### src/rtl/frame_object_scheduler.sv
// Once-per-frame sprite sequencer: moves the player and three patrolling enemies in
// shadow registers, checks AABB overlap, then commits everything in one cycle.
module frame_object_scheduler #(
  parameter int X_MAX  = 640,
  parameter int Y_MAX  = 480,
  parameter int SPR_W  = 32,
  parameter int EN_W   = 32,
  parameter int P_STEP = 4,
  parameter int E_STEP = 2,
  parameter int P_X0   = 300,
  parameter int P_Y0   = 50,
  parameter int E_X0   = 200,
  parameter int E_Y0   = 300,
  parameter int E_Y1   = 150,
  parameter int E_Y2   = 440
) (
  input  logic       clk,
  input  logic       rst,
  input  logic       frame_tick,
  input  logic       enable,
  input  logic [3:0] btn,
  output logic [9:0] posX,
  output logic [9:0] posY,
  output logic [9:0] enX0,
  output logic [9:0] enX1,
  output logic [9:0] enX2,
  output logic [9:0] enY0,
  output logic [9:0] enY1,
  output logic [9:0] enY2,
  output logic       collision,
  output logic [7:0] hit_count,
  output logic       busy,
  output logic       overrun
);
  localparam logic [10:0] PX_LIM = 11'(X_MAX - SPR_W);
  localparam logic [10:0] PY_LIM = 11'(Y_MAX - SPR_W);
  localparam logic [10:0] EX_LIM = 11'(X_MAX - EN_W);
  localparam logic [10:0] PS     = 11'(P_STEP);
  localparam logic [10:0] ES     = 11'(E_STEP);
  localparam logic [10:0] SW     = 11'(SPR_W);
  localparam logic [10:0] EW     = 11'(EN_W);

  typedef enum logic [2:0] {IDLE, MOVE_P, MOVE_E0, MOVE_E1, MOVE_E2, CHECK, COMMIT} state_t;
  state_t state, nstate;

  logic [3:0]       btn_q;
  logic [9:0]       sx, sy, nx, ny;
  logic [2:0][9:0]  se, ey, enx;
  logic [2:0]       sdir, endir, hit;
  logic             coll_pend;

  // btn = {up, down, left, right}; opposing presses cancel
  function automatic logic [9:0] axis_step(input logic [9:0] v, input logic dec,
                                           input logic inc, input logic [10:0] lim);
    logic [10:0] w, r;
    w = {1'b0, v};
    r = w;
    if (dec && !inc)      r = (w < PS) ? 11'd0 : w - PS;
    else if (inc && !dec) r = (w + PS > lim) ? lim : w + PS;
    return r[9:0];
  endfunction

  assign nx = axis_step(sx, btn_q[1], btn_q[0], PX_LIM);
  assign ny = axis_step(sy, btn_q[3], btn_q[2], PY_LIM);
  assign ey = {10'(E_Y2), 10'(E_Y1), 10'(E_Y0)};

  generate
    for (genvar i = 0; i < 3; i++) begin : g_en
      logic [10:0] ex, eyw;
      logic [9:0]  lnx;
      logic        ldir;
      assign ex  = {1'b0, se[i]};
      assign eyw = {1'b0, ey[i]};
      // sdir: 1 = moving right; bounce takes effect on the edge frame itself
      always_comb begin
        lnx  = se[i];
        ldir = sdir[i];
        if (sdir[i]) begin
          if (ex + ES >= EX_LIM) begin
            lnx  = EX_LIM[9:0];
            ldir = 1'b0;
          end else begin
            lnx = 10'(ex + ES);
          end
        end else begin
          if (ex <= ES) begin
            lnx  = 10'd0;
            ldir = 1'b1;
          end else begin
            lnx = 10'(ex - ES);
          end
        end
      end
      assign enx[i]   = lnx;
      assign endir[i] = ldir;
      // strict overlap: shared edges do not count
      assign hit[i] = ({1'b0, sx} < ex + EW) && (ex < {1'b0, sx} + SW) &&
                      ({1'b0, sy} < eyw + EW) && (eyw < {1'b0, sy} + SW);
    end
  endgenerate

  always_comb begin
    nstate = state;
    case (state)
      IDLE:    if (frame_tick && enable) nstate = MOVE_P;
      MOVE_P:  nstate = MOVE_E0;
      MOVE_E0: nstate = MOVE_E1;
      MOVE_E1: nstate = MOVE_E2;
      MOVE_E2: nstate = CHECK;
      CHECK:   nstate = COMMIT;
      COMMIT:  nstate = IDLE;
      default: nstate = IDLE;
    endcase
  end

  assign busy = (state != IDLE);
  assign enY0 = ey[0];
  assign enY1 = ey[1];
  assign enY2 = ey[2];

  always_ff @(posedge clk) begin
    if (rst) begin
      state     <= IDLE;
      btn_q     <= '0;
      sx        <= 10'(P_X0);
      sy        <= 10'(P_Y0);
      se        <= {3{10'(E_X0)}};
      sdir      <= 3'b101;
      coll_pend <= 1'b0;
      posX      <= 10'(P_X0);
      posY      <= 10'(P_Y0);
      enX0      <= 10'(E_X0);
      enX1      <= 10'(E_X0);
      enX2      <= 10'(E_X0);
      collision <= 1'b0;
      hit_count <= '0;
      overrun   <= 1'b0;
    end else begin
      state   <= nstate;
      overrun <= frame_tick && busy;
      case (state)
        IDLE:    if (frame_tick && enable) btn_q <= btn;
        MOVE_P:  begin sx <= nx; sy <= ny; end
        MOVE_E0: begin se[0] <= enx[0]; sdir[0] <= endir[0]; end
        MOVE_E1: begin se[1] <= enx[1]; sdir[1] <= endir[1]; end
        MOVE_E2: begin se[2] <= enx[2]; sdir[2] <= endir[2]; end
        CHECK:   coll_pend <= |hit;
        COMMIT: begin
          posX      <= sx;
          posY      <= sy;
          enX0      <= se[0];
          enX1      <= se[1];
          enX2      <= se[2];
          collision <= coll_pend;
          if (coll_pend && hit_count != 8'hFF) hit_count <= hit_count + 8'd1;
        end
        default: ;
      endcase
    end
  end
endmodule

### config.mk
export PLATFORM = sky130hd
export DESIGN_NAME = frame_object_scheduler
export DESIGN_NICKNAME = d
export VERILOG_FILES = /design/src/rtl/frame_object_scheduler.sv
export SDC_FILE = /design/constraint.sdc
export NUM_CORES = 1
export LEC_CHECK = 0
export ABC_AREA = 1
export CORE_MARGIN = 2
export CORE_UTILIZATION = 45
export CTS_CLUSTER_DIAMETER = 200
export CTS_CLUSTER_SIZE = 20
export DETAILED_ROUTE_END_ITERATION = 7
export PLACE_DENSITY = 0.67
export SYNTH_ARGS = -nofsm -noshare
export SYNTH_HDL_FRONTEND = slang
export SYNTH_SLANG_ARGS = --single-unit
### constraint.sdc
create_clock -name clk -period 2.2 [get_ports clk]
set_input_delay 0.55 -clock clk [delete_from_list [all_inputs] [get_ports clk]]
set_output_delay 0.55 -clock clk [all_outputs]
set_load 0.005 [all_outputs]
==> metrics.txt <==
CTS Sinks=109; Worst Hold Launch=enX2[7]$_SDFFE_PP1P_; IO Pins=99; fin nets=1273; PD cells=604 nW/µm²; Final GP Congestion=0.937; worst vdd ir=0.399 mV; CTS clk-pin slew, worst paths=0.07 ns; Die Area=18700 µm²; Worst-Skew Late Latency=0.36 ns; Leak Pwr=0.00413 µW; vias in the first global route=6764; register bit count reported by yosys=109; Place WS=0.147 ns; Power, Total=5500 µW; H-tree Lvls=3; Worst setup SP type=flip-flop; RSZ-0062 raised after global routing=no; part of the Yosys area used for sequential elements=27.5%; commonest cells after routing, fill and taps aside=nand2_1 (211), a21oi_1 (115), inv_1 (113), dfxtp_1 (102), nor2_1 (86); Hold Crit Class=reg -> reg; CP peak stage delay=0.53 ns; cts hold-fix bufs=0; Fin. Hold Viols=0; P&R area growth vs syn=14.6%; TNS Setup=0 ns; Tcrit/Tclk final=94.7%; wire length per cell=14.9 µm; antenna cell count=0; commonest non-fill, non-tap cell in the layout=nand2_1; Setup CP Type=reg -> out; CP bufs+invs=1; Crit. End Element=primary output; Die Span Y=137 µm; placed cell count=1410; CTS Buf Count=9; GRT Total Usage=22.9%; synth unique cells=46; Iter 0 DRT Violations=718; worst-path maximum fanout=5; Worst slew margin=37.0%; CTS tree=done; Syn Inst Count=1122; max_cap viols=0; R2R setup slack=0.14 ns; I/O Buffers=62; vias per cell=5.23; routed wire length=21.2 mm; Horiz. Die Dim=137 µm; cell chain of the critical path=nor2_1 > nand2_1 > clkdlybuf4s50_1; utilization of the core after routing=52.6%; CTS Buffer Depth=2; share of post-route cells with drive strength above 1=9.83%; prevailing post-synth register cell=dfxtp_1; Fillers=1735; worst slew pin tran=0.944 ns; via count=7447; Tmin final=2.08 ns; row cnt=48; CORE AREA=17300 µm²; WP data arrival=1.53 ns; Post-synth EDFFs=0; initial antenna violation count=0; Mapped Avg Cell Area=7.07 µm²; # resized after CTS=0; Pre-antenna DRT Iters=5; fmax=480 MHz; setup violators final=0; largest net degree at the start of global routing=43; CP top delay family=buffers and inverters; Layout Skew=0.00781 ns; total setup buffers inserted after CTS=0; remaining global-route overflow=0; CP max-delay cell=clkdlybuf4s50_1; first-pass GRT wire length=34.0 mm; r2r startpoint=g_en[2].ex[5]$_SDFFE_PP0P_; Final WS setup=0.116 ns; non-filler cells, final=1425; Yosys Warn Count=0; drt drc=0; Worst EP required=1.65 ns; Critical Path Start=state[0]$_SDFFE_PP0P_; initial core utilization=45.9%; synthesized cell area=7940 µm²; ys async rst share=0%; status=finished, final reports clean; Detailed Place HPWL=16.0 mm; root cell of the clock tree=clkbuf_16; Routed Antenna Nets=0; fin. max-slew vios=0
[Yosys cell counts, types with 5 or more instances]
cell      instances  area share, %
xnor2_1          10            1.1
nor3_1           11           0.69
nor2_2            5           0.39
ha_1             69             11
inv_1           114            5.4
nor2_1           86            4.1
buf_4            43            4.1
nor2_4            5           0.71
o31ai_1           5           0.47
dfxtp_1         109             27
o21ai_0          79            5.0
xor2_1           55            6.1
o21ai_1           9           0.57
a21oi_1         115            7.3
o211ai_1         18            1.7
clkbuf_1         19           0.90
a21oi_2           5           0.55
nand4_1          18            1.4
inv_2            15           0.71
buf_2             6           0.38
nand3_4           6            1.3
nand2_2           8           0.63
nand3_1          57            3.6
nand2_1         211             10
buf_6             5           0.71
[path summary, 6_finish.rpt]
check	end	depth (start not counted)
setup / recovery	busy	3
hold / removal	enX2[7]$_SDFFE_PP1P_	2
setup reg to reg	coll_pend$_SDFFE_PP0N_	9
hold reg to reg	enX2[7]$_SDFFE_PP1P_	2
[registers in the layout, summed over array words and instances (netlist names), 4 cells and up]
register / flops
sy: 9
posX: 8
g_en.ex: 27
sx: 8
hit_count: 8
enX0: 9
enX2: 9
posY: 9
btn_q: 4
enX1: 9
[cell families (layout without fill, tap and decap cells)]
kind of cell	after synthesis	in the layout	share of synthesized area, %
simple gates	419	419	24.6
compound gates	247	247	17.0
buf+inv	211	255	12.8
flops	109	109	27.5
fa+ha+maj	69	69	10.9
xor+xnor	65	65	7.17
other cells	2	36	0.0946
[layout make-up]
type	instances	area, µm²	share of cell area (%)
inverter	134	504	5.54
sequential	109	2190	24.1
tap	225	282	3.09
clock inverter	5	36.3	0.399
clock buffer	10	229	2.52
multi-input combinational	836	4870	53.5
timing repair buffer	106	988	10.9
[per-stage QoR]
step,cell area (µm²),hold WS (ns)
2_1_floorplan,8070,0.435
3_3_place_gp,8820,0.451
3_5_place_dp,8820,0.446
4_1_cts,9090,0.463
5_1_grt,9100,0.482
6_report,9100,0.462
[power by group]
part / total (µW) / switching (µW) / internal, µW
logic: 1660 / 1020 / 638
clock network: 1570 / 796 / 771
registers: 2270 / 175 / 2100
total: 5500 / 1990 / 3510
[tightest hold or removal path: stages (launching register included)]
cell     delay, ns
dfxtp_1       0.33
nand2_1       0.05
nand3_1       0.05
[layer usage]
| layer | share of wire [%] | track usage, % | vias up |
|---|---|---|---|
| met1 | 48 | 32.0 | 3396 |
| met5 | 0 | 0 | - |
| met2 | 43 | 35.6 | 246 |
| met4 | 2.2 | 7.16 | 0 |
| met3 | 6.7 | 4.37 | 32 |
| li1 | - | - | 3773 |
Note: power is estimated with default switching activity, not from simulation.
